## src/rtl/aq_ifu_ras_ctrl_pkg.sv

```systemverilog
// Shared IFU return-address-stack constants and the wrapping pointer step
// used by the RAS pointer logic.
package aq_ifu_ras_ctrl_pkg;

  localparam int RAS_DEPTH    = 6;
  localparam int RAS_PC_WIDTH = 24;
  localparam int RAS_PTR_W    = 3;

  // Next or previous slot in a ring of 'depth' entries.
  function automatic int unsigned ras_ptr_wrap(
    input int unsigned ptr,
    input logic        up,
    input int unsigned depth
  );
    int unsigned res;
    if (up) begin
      res = (ptr >= depth - 1) ? 0 : ptr + 1;
    end else begin
      res = (ptr == 0) ? depth - 1 : ptr - 1;
    end
    return res;
  endfunction

endpackage

```

## src/rtl/aq_ifu_ras_ctrl_if.sv

```systemverilog
// Signal bundle between the IFU prediction logic / RAS entry registers and
// the RAS controller.
interface aq_ifu_ras_ctrl_if
  import aq_ifu_ras_ctrl_pkg::*;
#(
  parameter int DEPTH    = RAS_DEPTH,
  parameter int PC_WIDTH = RAS_PC_WIDTH,
  parameter int PTR_W    = RAS_PTR_W
);

  // push/pop/flush/rcv are single-cycle valid strobes with no ready: the
  // controller accepts every strobe in the cycle it is high, resolving
  // conflicts as flush > recover > push/pop.
  logic                      ras_push_vld;
  logic [PC_WIDTH-1:0]       ras_push_pc;
  logic                      ras_pop_vld;
  logic                      ras_flush;
  logic                      ras_rcv_vld;
  logic [PTR_W-1:0]          ras_rcv_ptr;
  logic [PTR_W-1:0]          ras_rcv_cnt;
  logic [DEPTH*PC_WIDTH-1:0] ras_entry_pc_flat;

  logic [DEPTH-1:0]          ras_entry_upd;
  logic [PC_WIDTH-1:0]       ras_upd_pc;
  logic [PC_WIDTH-1:0]       ras_top_pc;
  logic                      ras_top_vld;
  logic [PTR_W-1:0]          ras_cur_ptr;
  logic [PTR_W-1:0]          ras_cur_cnt;
  logic                      ras_full;

  modport master (
    output ras_push_vld, ras_push_pc, ras_pop_vld, ras_flush,
           ras_rcv_vld, ras_rcv_ptr, ras_rcv_cnt, ras_entry_pc_flat,
    input  ras_entry_upd, ras_upd_pc, ras_top_pc, ras_top_vld,
           ras_cur_ptr, ras_cur_cnt, ras_full
  );

  modport slave (
    input  ras_push_vld, ras_push_pc, ras_pop_vld, ras_flush,
           ras_rcv_vld, ras_rcv_ptr, ras_rcv_cnt, ras_entry_pc_flat,
    output ras_entry_upd, ras_upd_pc, ras_top_pc, ras_top_vld,
           ras_cur_ptr, ras_cur_cnt, ras_full
  );

endinterface

```

## src/rtl/aq_ifu_ras_ptr.sv

```systemverilog
// RAS write pointer and valid count: flush / recover / push / pop
// next-state logic and the derived top-of-stack index.
module aq_ifu_ras_ptr
  import aq_ifu_ras_ctrl_pkg::*;
#(
  parameter int DEPTH = RAS_DEPTH,
  parameter int PTR_W = RAS_PTR_W
) (
  input  logic             entry_clk,
  input  logic             cpurst_b,
  input  logic             flush,
  input  logic             rcv_vld,
  input  logic [PTR_W-1:0] rcv_ptr,
  input  logic [PTR_W-1:0] rcv_cnt,
  input  logic             push_vld,
  input  logic             pop_vld,
  output logic [PTR_W-1:0] ptr,
  output logic [PTR_W-1:0] cnt,
  output logic [PTR_W-1:0] top_idx
);

  localparam logic [PTR_W-1:0] DEPTH_P = PTR_W'(DEPTH);

  logic [PTR_W-1:0] ptr_nxt;
  logic [PTR_W-1:0] cnt_nxt;
  logic [PTR_W-1:0] ptr_inc;
  logic [PTR_W-1:0] ptr_dec;
  logic             stack_empty;

  assign ptr_inc     = PTR_W'(ras_ptr_wrap(32'(ptr), 1'b1, DEPTH));
  assign ptr_dec     = PTR_W'(ras_ptr_wrap(32'(ptr), 1'b0, DEPTH));
  assign stack_empty = (cnt == '0);
  assign top_idx     = ptr_dec;

  always_comb begin
    ptr_nxt = ptr;
    cnt_nxt = cnt;
    if (flush) begin
      ptr_nxt = '0;
      cnt_nxt = '0;
    end else if (rcv_vld) begin
      // An out-of-range checkpoint pointer cannot come from a legal
      // checkpoint; fall back to slot 0 rather than index past the ring.
      ptr_nxt = (rcv_ptr >= DEPTH_P) ? '0 : rcv_ptr;
      cnt_nxt = (rcv_cnt > DEPTH_P) ? DEPTH_P : rcv_cnt;
    end else if (push_vld && (!pop_vld || stack_empty)) begin
      ptr_nxt = ptr_inc;
      cnt_nxt = (cnt == DEPTH_P) ? cnt : cnt + PTR_W'(1);
    end else if (pop_vld && !push_vld && !stack_empty) begin
      ptr_nxt = ptr_dec;
      cnt_nxt = cnt - PTR_W'(1);
    end
  end

  always_ff @(posedge entry_clk or negedge cpurst_b) begin
    if (!cpurst_b) begin
      ptr <= '0;
      cnt <= '0;
    end else begin
      ptr <= ptr_nxt;
      cnt <= cnt_nxt;
    end
  end

endmodule

```

## src/rtl/aq_ifu_ras_ctrl.sv

```systemverilog
// IFU return-address-stack controller: decodes call/return predictions into
// one-hot entry write strobes and selects the top-of-stack return target.
module aq_ifu_ras_ctrl
  import aq_ifu_ras_ctrl_pkg::*;
#(
  parameter int DEPTH    = RAS_DEPTH,
  parameter int PC_WIDTH = RAS_PC_WIDTH,
  parameter int PTR_W    = RAS_PTR_W
) (
  input  logic             entry_clk,
  input  logic             cpurst_b,
  aq_ifu_ras_ctrl_if.slave ras_if
);

  localparam logic [PTR_W-1:0] DEPTH_P = PTR_W'(DEPTH);

  logic [PTR_W-1:0] ptr;
  logic [PTR_W-1:0] cnt;
  logic [PTR_W-1:0] top_idx;
  logic             wr_en;
  logic [PTR_W-1:0] wr_idx;

  aq_ifu_ras_ptr #(
    .DEPTH (DEPTH),
    .PTR_W (PTR_W)
  ) u_ras_ptr (
    .entry_clk (entry_clk),
    .cpurst_b  (cpurst_b),
    .flush     (ras_if.ras_flush),
    .rcv_vld   (ras_if.ras_rcv_vld),
    .rcv_ptr   (ras_if.ras_rcv_ptr),
    .rcv_cnt   (ras_if.ras_rcv_cnt),
    .push_vld  (ras_if.ras_push_vld),
    .pop_vld   (ras_if.ras_pop_vld),
    .ptr       (ptr),
    .cnt       (cnt),
    .top_idx   (top_idx)
  );

  // A push that coincides with a pop on a non-empty stack replaces the top
  // entry in place; otherwise a push writes the next free slot.
  assign wr_en  = ras_if.ras_push_vld && !ras_if.ras_flush && !ras_if.ras_rcv_vld;
  assign wr_idx = (ras_if.ras_pop_vld && (cnt != '0)) ? top_idx : ptr;

  always_comb begin
    ras_if.ras_entry_upd = '0;
    for (int i = 0; i < DEPTH; i++) begin
      ras_if.ras_entry_upd[i] = wr_en && (wr_idx == PTR_W'(i));
    end
  end

  always_comb begin
    ras_if.ras_top_pc = '0;
    for (int i = 0; i < DEPTH; i++) begin
      if (top_idx == PTR_W'(i)) begin
        ras_if.ras_top_pc = ras_if.ras_entry_pc_flat[i*PC_WIDTH +: PC_WIDTH];
      end
    end
  end

  assign ras_if.ras_upd_pc  = ras_if.ras_push_pc;
  assign ras_if.ras_top_vld = (cnt != '0);
  assign ras_if.ras_full    = (cnt == DEPTH_P);
  assign ras_if.ras_cur_ptr = ptr;
  assign ras_if.ras_cur_cnt = cnt;

endmodule

```

## src/flat_wrapper.sv

```systemverilog
// flat-port wrapper written by rule: the top's interface ports become plain ports
module aq_ifu_ras_ctrl_flat import aq_ifu_ras_ctrl_pkg::*;
#(
  parameter int DEPTH    = RAS_DEPTH,
  parameter int PC_WIDTH = RAS_PC_WIDTH,
  parameter int PTR_W    = RAS_PTR_W
)
  (entry_clk, cpurst_b, ras_if_ras_push_vld, ras_if_ras_push_pc, ras_if_ras_pop_vld, ras_if_ras_flush, ras_if_ras_rcv_vld, ras_if_ras_rcv_ptr, ras_if_ras_rcv_cnt, ras_if_ras_entry_pc_flat, ras_if_ras_entry_upd, ras_if_ras_upd_pc, ras_if_ras_top_pc, ras_if_ras_top_vld, ras_if_ras_cur_ptr, ras_if_ras_cur_cnt, ras_if_ras_full);
  aq_ifu_ras_ctrl_if #(.DEPTH(DEPTH), .PC_WIDTH(PC_WIDTH), .PTR_W(PTR_W)) ras_if_i ();
  input  logic entry_clk;
  input  logic cpurst_b;
  input wire logic [$bits(ras_if_i.ras_push_vld)-1:0] ras_if_ras_push_vld;
  input wire logic [$bits(ras_if_i.ras_push_pc)-1:0] ras_if_ras_push_pc;
  input wire logic [$bits(ras_if_i.ras_pop_vld)-1:0] ras_if_ras_pop_vld;
  input wire logic [$bits(ras_if_i.ras_flush)-1:0] ras_if_ras_flush;
  input wire logic [$bits(ras_if_i.ras_rcv_vld)-1:0] ras_if_ras_rcv_vld;
  input wire logic [$bits(ras_if_i.ras_rcv_ptr)-1:0] ras_if_ras_rcv_ptr;
  input wire logic [$bits(ras_if_i.ras_rcv_cnt)-1:0] ras_if_ras_rcv_cnt;
  input wire logic [$bits(ras_if_i.ras_entry_pc_flat)-1:0] ras_if_ras_entry_pc_flat;
  output wire logic [$bits(ras_if_i.ras_entry_upd)-1:0] ras_if_ras_entry_upd;
  output wire logic [$bits(ras_if_i.ras_upd_pc)-1:0] ras_if_ras_upd_pc;
  output wire logic [$bits(ras_if_i.ras_top_pc)-1:0] ras_if_ras_top_pc;
  output wire logic [$bits(ras_if_i.ras_top_vld)-1:0] ras_if_ras_top_vld;
  output wire logic [$bits(ras_if_i.ras_cur_ptr)-1:0] ras_if_ras_cur_ptr;
  output wire logic [$bits(ras_if_i.ras_cur_cnt)-1:0] ras_if_ras_cur_cnt;
  output wire logic [$bits(ras_if_i.ras_full)-1:0] ras_if_ras_full;
  assign ras_if_i.ras_push_vld = ras_if_ras_push_vld;
  assign ras_if_i.ras_push_pc = ras_if_ras_push_pc;
  assign ras_if_i.ras_pop_vld = ras_if_ras_pop_vld;
  assign ras_if_i.ras_flush = ras_if_ras_flush;
  assign ras_if_i.ras_rcv_vld = ras_if_ras_rcv_vld;
  assign ras_if_i.ras_rcv_ptr = ras_if_ras_rcv_ptr;
  assign ras_if_i.ras_rcv_cnt = ras_if_ras_rcv_cnt;
  assign ras_if_i.ras_entry_pc_flat = ras_if_ras_entry_pc_flat;
  assign ras_if_ras_entry_upd = ras_if_i.ras_entry_upd;
  assign ras_if_ras_upd_pc = ras_if_i.ras_upd_pc;
  assign ras_if_ras_top_pc = ras_if_i.ras_top_pc;
  assign ras_if_ras_top_vld = ras_if_i.ras_top_vld;
  assign ras_if_ras_cur_ptr = ras_if_i.ras_cur_ptr;
  assign ras_if_ras_cur_cnt = ras_if_i.ras_cur_cnt;
  assign ras_if_ras_full = ras_if_i.ras_full;
  aq_ifu_ras_ctrl #(.DEPTH(DEPTH), .PC_WIDTH(PC_WIDTH), .PTR_W(PTR_W)) u_core (.entry_clk(entry_clk), .cpurst_b(cpurst_b), .ras_if(ras_if_i));
endmodule
```

## config.mk

```make
export PLATFORM = sky130hd
export DESIGN_NAME = aq_ifu_ras_ctrl_flat
export DESIGN_NICKNAME = d
export VERILOG_FILES = /design/src/rtl/aq_ifu_ras_ctrl_pkg.sv /design/src/rtl/aq_ifu_ras_ctrl_if.sv /design/src/rtl/aq_ifu_ras_ptr.sv /design/src/rtl/aq_ifu_ras_ctrl.sv /design/src/flat_wrapper.sv
export SDC_FILE = /design/constraint.sdc
export NUM_CORES = 1
export LEC_CHECK = 0
export BUFFER_PORTS_ARGS = -buffer_cell sky130_fd_sc_hd__buf_4
export CAP_MARGIN = 0
export CORE_AREA = 5 5 91 93
export DETAILED_ROUTE_END_ITERATION = 8
export DIE_AREA = 0 0 96 98
export GPL_ROUTABILITY_DRIVEN = 0
export PLACE_DENSITY = 0.7
export SLEW_MARGIN = 25
export SYNTH_ARGS = -nofsm -noshare
export SYNTH_HDL_FRONTEND = slang
export SYNTH_SLANG_ARGS = --single-unit
```

## constraint.sdc

```tcl
create_clock -name entry_clk -period 3.2 [get_ports entry_clk]
set_clock_uncertainty 0.2 [all_clocks]
set_input_delay 0.16 -clock entry_clk [delete_from_list [all_inputs] [get_ports entry_clk]]
set_output_delay 0.16 -clock entry_clk [all_outputs]
set_load 0.005 [all_outputs]
```

==> flow_summary.json <==
{
  "outcome": "complete, no violations",
  "ys_ff_latch": 6,
  "vias_per_cell": 5.23,
  "die_h_um": 98,
  "chipWidth_um": 96,
  "relSlewSlack_pct": 70.8,
  "dpl.hpwl_um": 7630,
  "place_inst": 552,
  "fillers": 762,
  "grt_util_all_layers_pct": 18.5,
  "synth_top_area_share_pct": 11.7,
  "post_cts_buffers": 0,
  "cp_data_required_time_ns": 2.84,
  "multi_input_comb_area_um2": 1560,
  "netlist_area_um2": 2050,
  "cp-start-kind": "flip-flop",
  "path_max_fanout": 22,
  "synth_sequential_area_ratio_pct": 7.31,
  "drc_errors": 0,
  "yosysTopAreaCell": "mux2i_1",
  "fin_util_pct": 46.8,
  "wl_per_cell_um": 16.7,
  "grt_pass1_vias": 2872,
  "cts_tree": "done",
  "dr.pass1.iters": 6,
  "fin_cells": 558,
  "h-tree-depth": 1,
  "tightest_slew_ns": 0.438,
  "n_antenna_cell": 0,
  "grt_pass1_wl_um": 14100,
  "ys_warn_count": 0,
  "cellLeakagePower_uw": 0.00179,
  "ios": 242,
  "finalSetupTns_ns": 0,
  "rsz0062_at_grt": "no",
  "dieArea_um2": 9410,
  "layout.nets": 643,
  "post-route-min-period_ns": 2.95,
  "clk_path_buf_depth": 2,
  "grt_overflow": 0,
  "ant_nets": 0,
  "insertion_delay_ns": 0.23,
  "area.growth.synth_to_final_pct": 69.7,
  "clock.fmax_mhz": 339,
  "crit_type": "flip-flop to output pin",
  "power_density_nw_per_um2": 267,
  "cts_sinks": 6,
  "syn_area_per_cell_um2": 6.87,
  "cts.reportedPaths.clkPinSlew_ns": 0.04,
  "synthFlopType": "dfrtp_1",
  "cts_buffers": 3,
  "cts_root_buffer": "clkbuf_8",
  "placementRows": 32,
  "routed_wl_um": 9330,
  "final_common_cell": "buf_4",
  "maxSlewViolCount": 0,
  "synthCells": 299,
  "initial_core_util_pct": 27.6,
  "yosysUniqueCellTypes": 48,
  "final-hold-violation-count": 0,
  "synth_nets": 484,
  "coreArea_um2": 7450,
  "grt_max_degree": 32,
  "final_cell_mix": "buf_4 (199), nand2_1 (53), a21oi_1 (25)",
  "setup_violations": 0,
  "synthArstFlopShare_pct": 100,
  "whs_ns": 0.0246,
  "synth_area_leaders": "mux2i_1 (12%), a221o_1 (9.8%), nand2_1 (9.7%)",
  "regArea_um2": 151,
  "cap_violations": 0,
  "io_buffers": 193,
  "end_kind": "output pin",
  "vias": 2916,
  "hp-class": "input port to flip-flop",
  "antenna_found_initial": 0,
  "final.period_utilization_pct": 92.1,
  "first_iter_violations": 83,
  "power_uw": 928,
  "peakVddDrop_mv": 0.181,
  "arrival_ns": 2.59,
  "synth-edff-count": 0,
  "drive_above_1_share_pct": 48.2
}
[synth_stat cells (4+ instances only)]
library cell   n
dfrtp_1        6
buf_2         11
inv_1          7
mux4_2         5
nor2_1        11
a221o_1       20
nand2_1       53
clkbuf_1      11
o21ai_0       12
mux2i_1       24
nor3_1         7
buf_4         25
nand3_1       23
o21ai_1       14
a21oi_1       25
ha_1           4
[sequential cells by signal (all words and copies together), names as in the netlist]
signal / flops
u_core.u_ras_ptr.cnt: 3
u_core.u_ras_ptr.ptr: 3
[power breakdown]
part	leakage [µW]	internal, µW	switching (µW)
Sequential	0.0000772	83.5	17.8
Clock	0.0000216	80.9	34.2
Combinational	0.00169	402	310
[what timing repair did]
action / 4_1_cts / 5_1_grt
cloned: 0 / 0
endpoints found under the setup margin: 1 / 13
hold buffers: 3 / 0
pin swaps: 0 / 0
hold endpoints to repair: 10 / 0
resized for setup: 1 / 4
[cell families (layout without fill, tap and decap cells)]
family | Yosys count | count (layout) | synth area share (%)
AOI/OAI and AO/OA | 89 | 89 | 29.9
buffers and inverters | 59 | 216 | 17.1
muxes | 30 | 30 | 17.7
DFF | 6 | 6 | 7.31
adders and majority gates | 5 | 5 | 3.41
and+or+nand+nor | 110 | 110 | 24.5
[routing by layer]
layer | track usage (%) | vias to the layer above | wire [µm]
li1 | - | 1402 | -
met1 | 22.2 | 1350 | 3620
met2 | 33.0 | 140 | 4710
met3 | 3.31 | 24 | 807
met4 | 4.70 | 0 | 199
met5 | 0 | - | 0
[area by class of cell]
cell class              instances  share of cell area [%]
inverters                       8                   0.862
clock buffers                   3                    1.19
flip-flops and latches          6                    4.35
well taps                     102                    3.66
repair buffers                205                    45.1
multi-input cells             234                    44.9
[path summary, 6_finish.rpt]
path                       slack, ns                       to  depth (start not counted)               startpoint
max                             0.25    ras_if_ras_top_pc[16]                          9  u_core.u_ras_ptr.ptr[0]
min                             0.02  u_core.u_ras_ptr.cnt[1]                          3    ras_if_ras_rcv_cnt[1]
max reg2reg                     0.69  u_core.u_ras_ptr.cnt[1]                          7  u_core.u_ras_ptr.cnt[2]
min reg2reg                     0.59  u_core.u_ras_ptr.ptr[1]                          2  u_core.u_ras_ptr.ptr[1]
max in group asynchronous       2.60  u_core.u_ras_ptr.ptr[0]                          2                 cpurst_b
min in group asynchronous       0.07  u_core.u_ras_ptr.ptr[0]                          2                 cpurst_b
[critical path, stage by stage (launching register included)]
cell,delay [ns]
dfrtp_2,0.48
inv_1,0.16
ha_1,0.20
ha_1,0.24
nand2b_2,0.20
buf_8,0.23
mux4_2,0.55
nand2_1,0.10
o21ai_1,0.06
buf_4,0.13
[per-stage QoR]
step / worst slack [ns] / cell area, µm²
after detailed placement: 0.243 / 3400
after global placement: 0.299 / 3400
after CTS: 0.0539 / 3470
after floorplan: 0.723 / 2050
final: 0.252 / 3480
after global routing: 0.0719 / 3480
(Power assumes the default switching activity.)
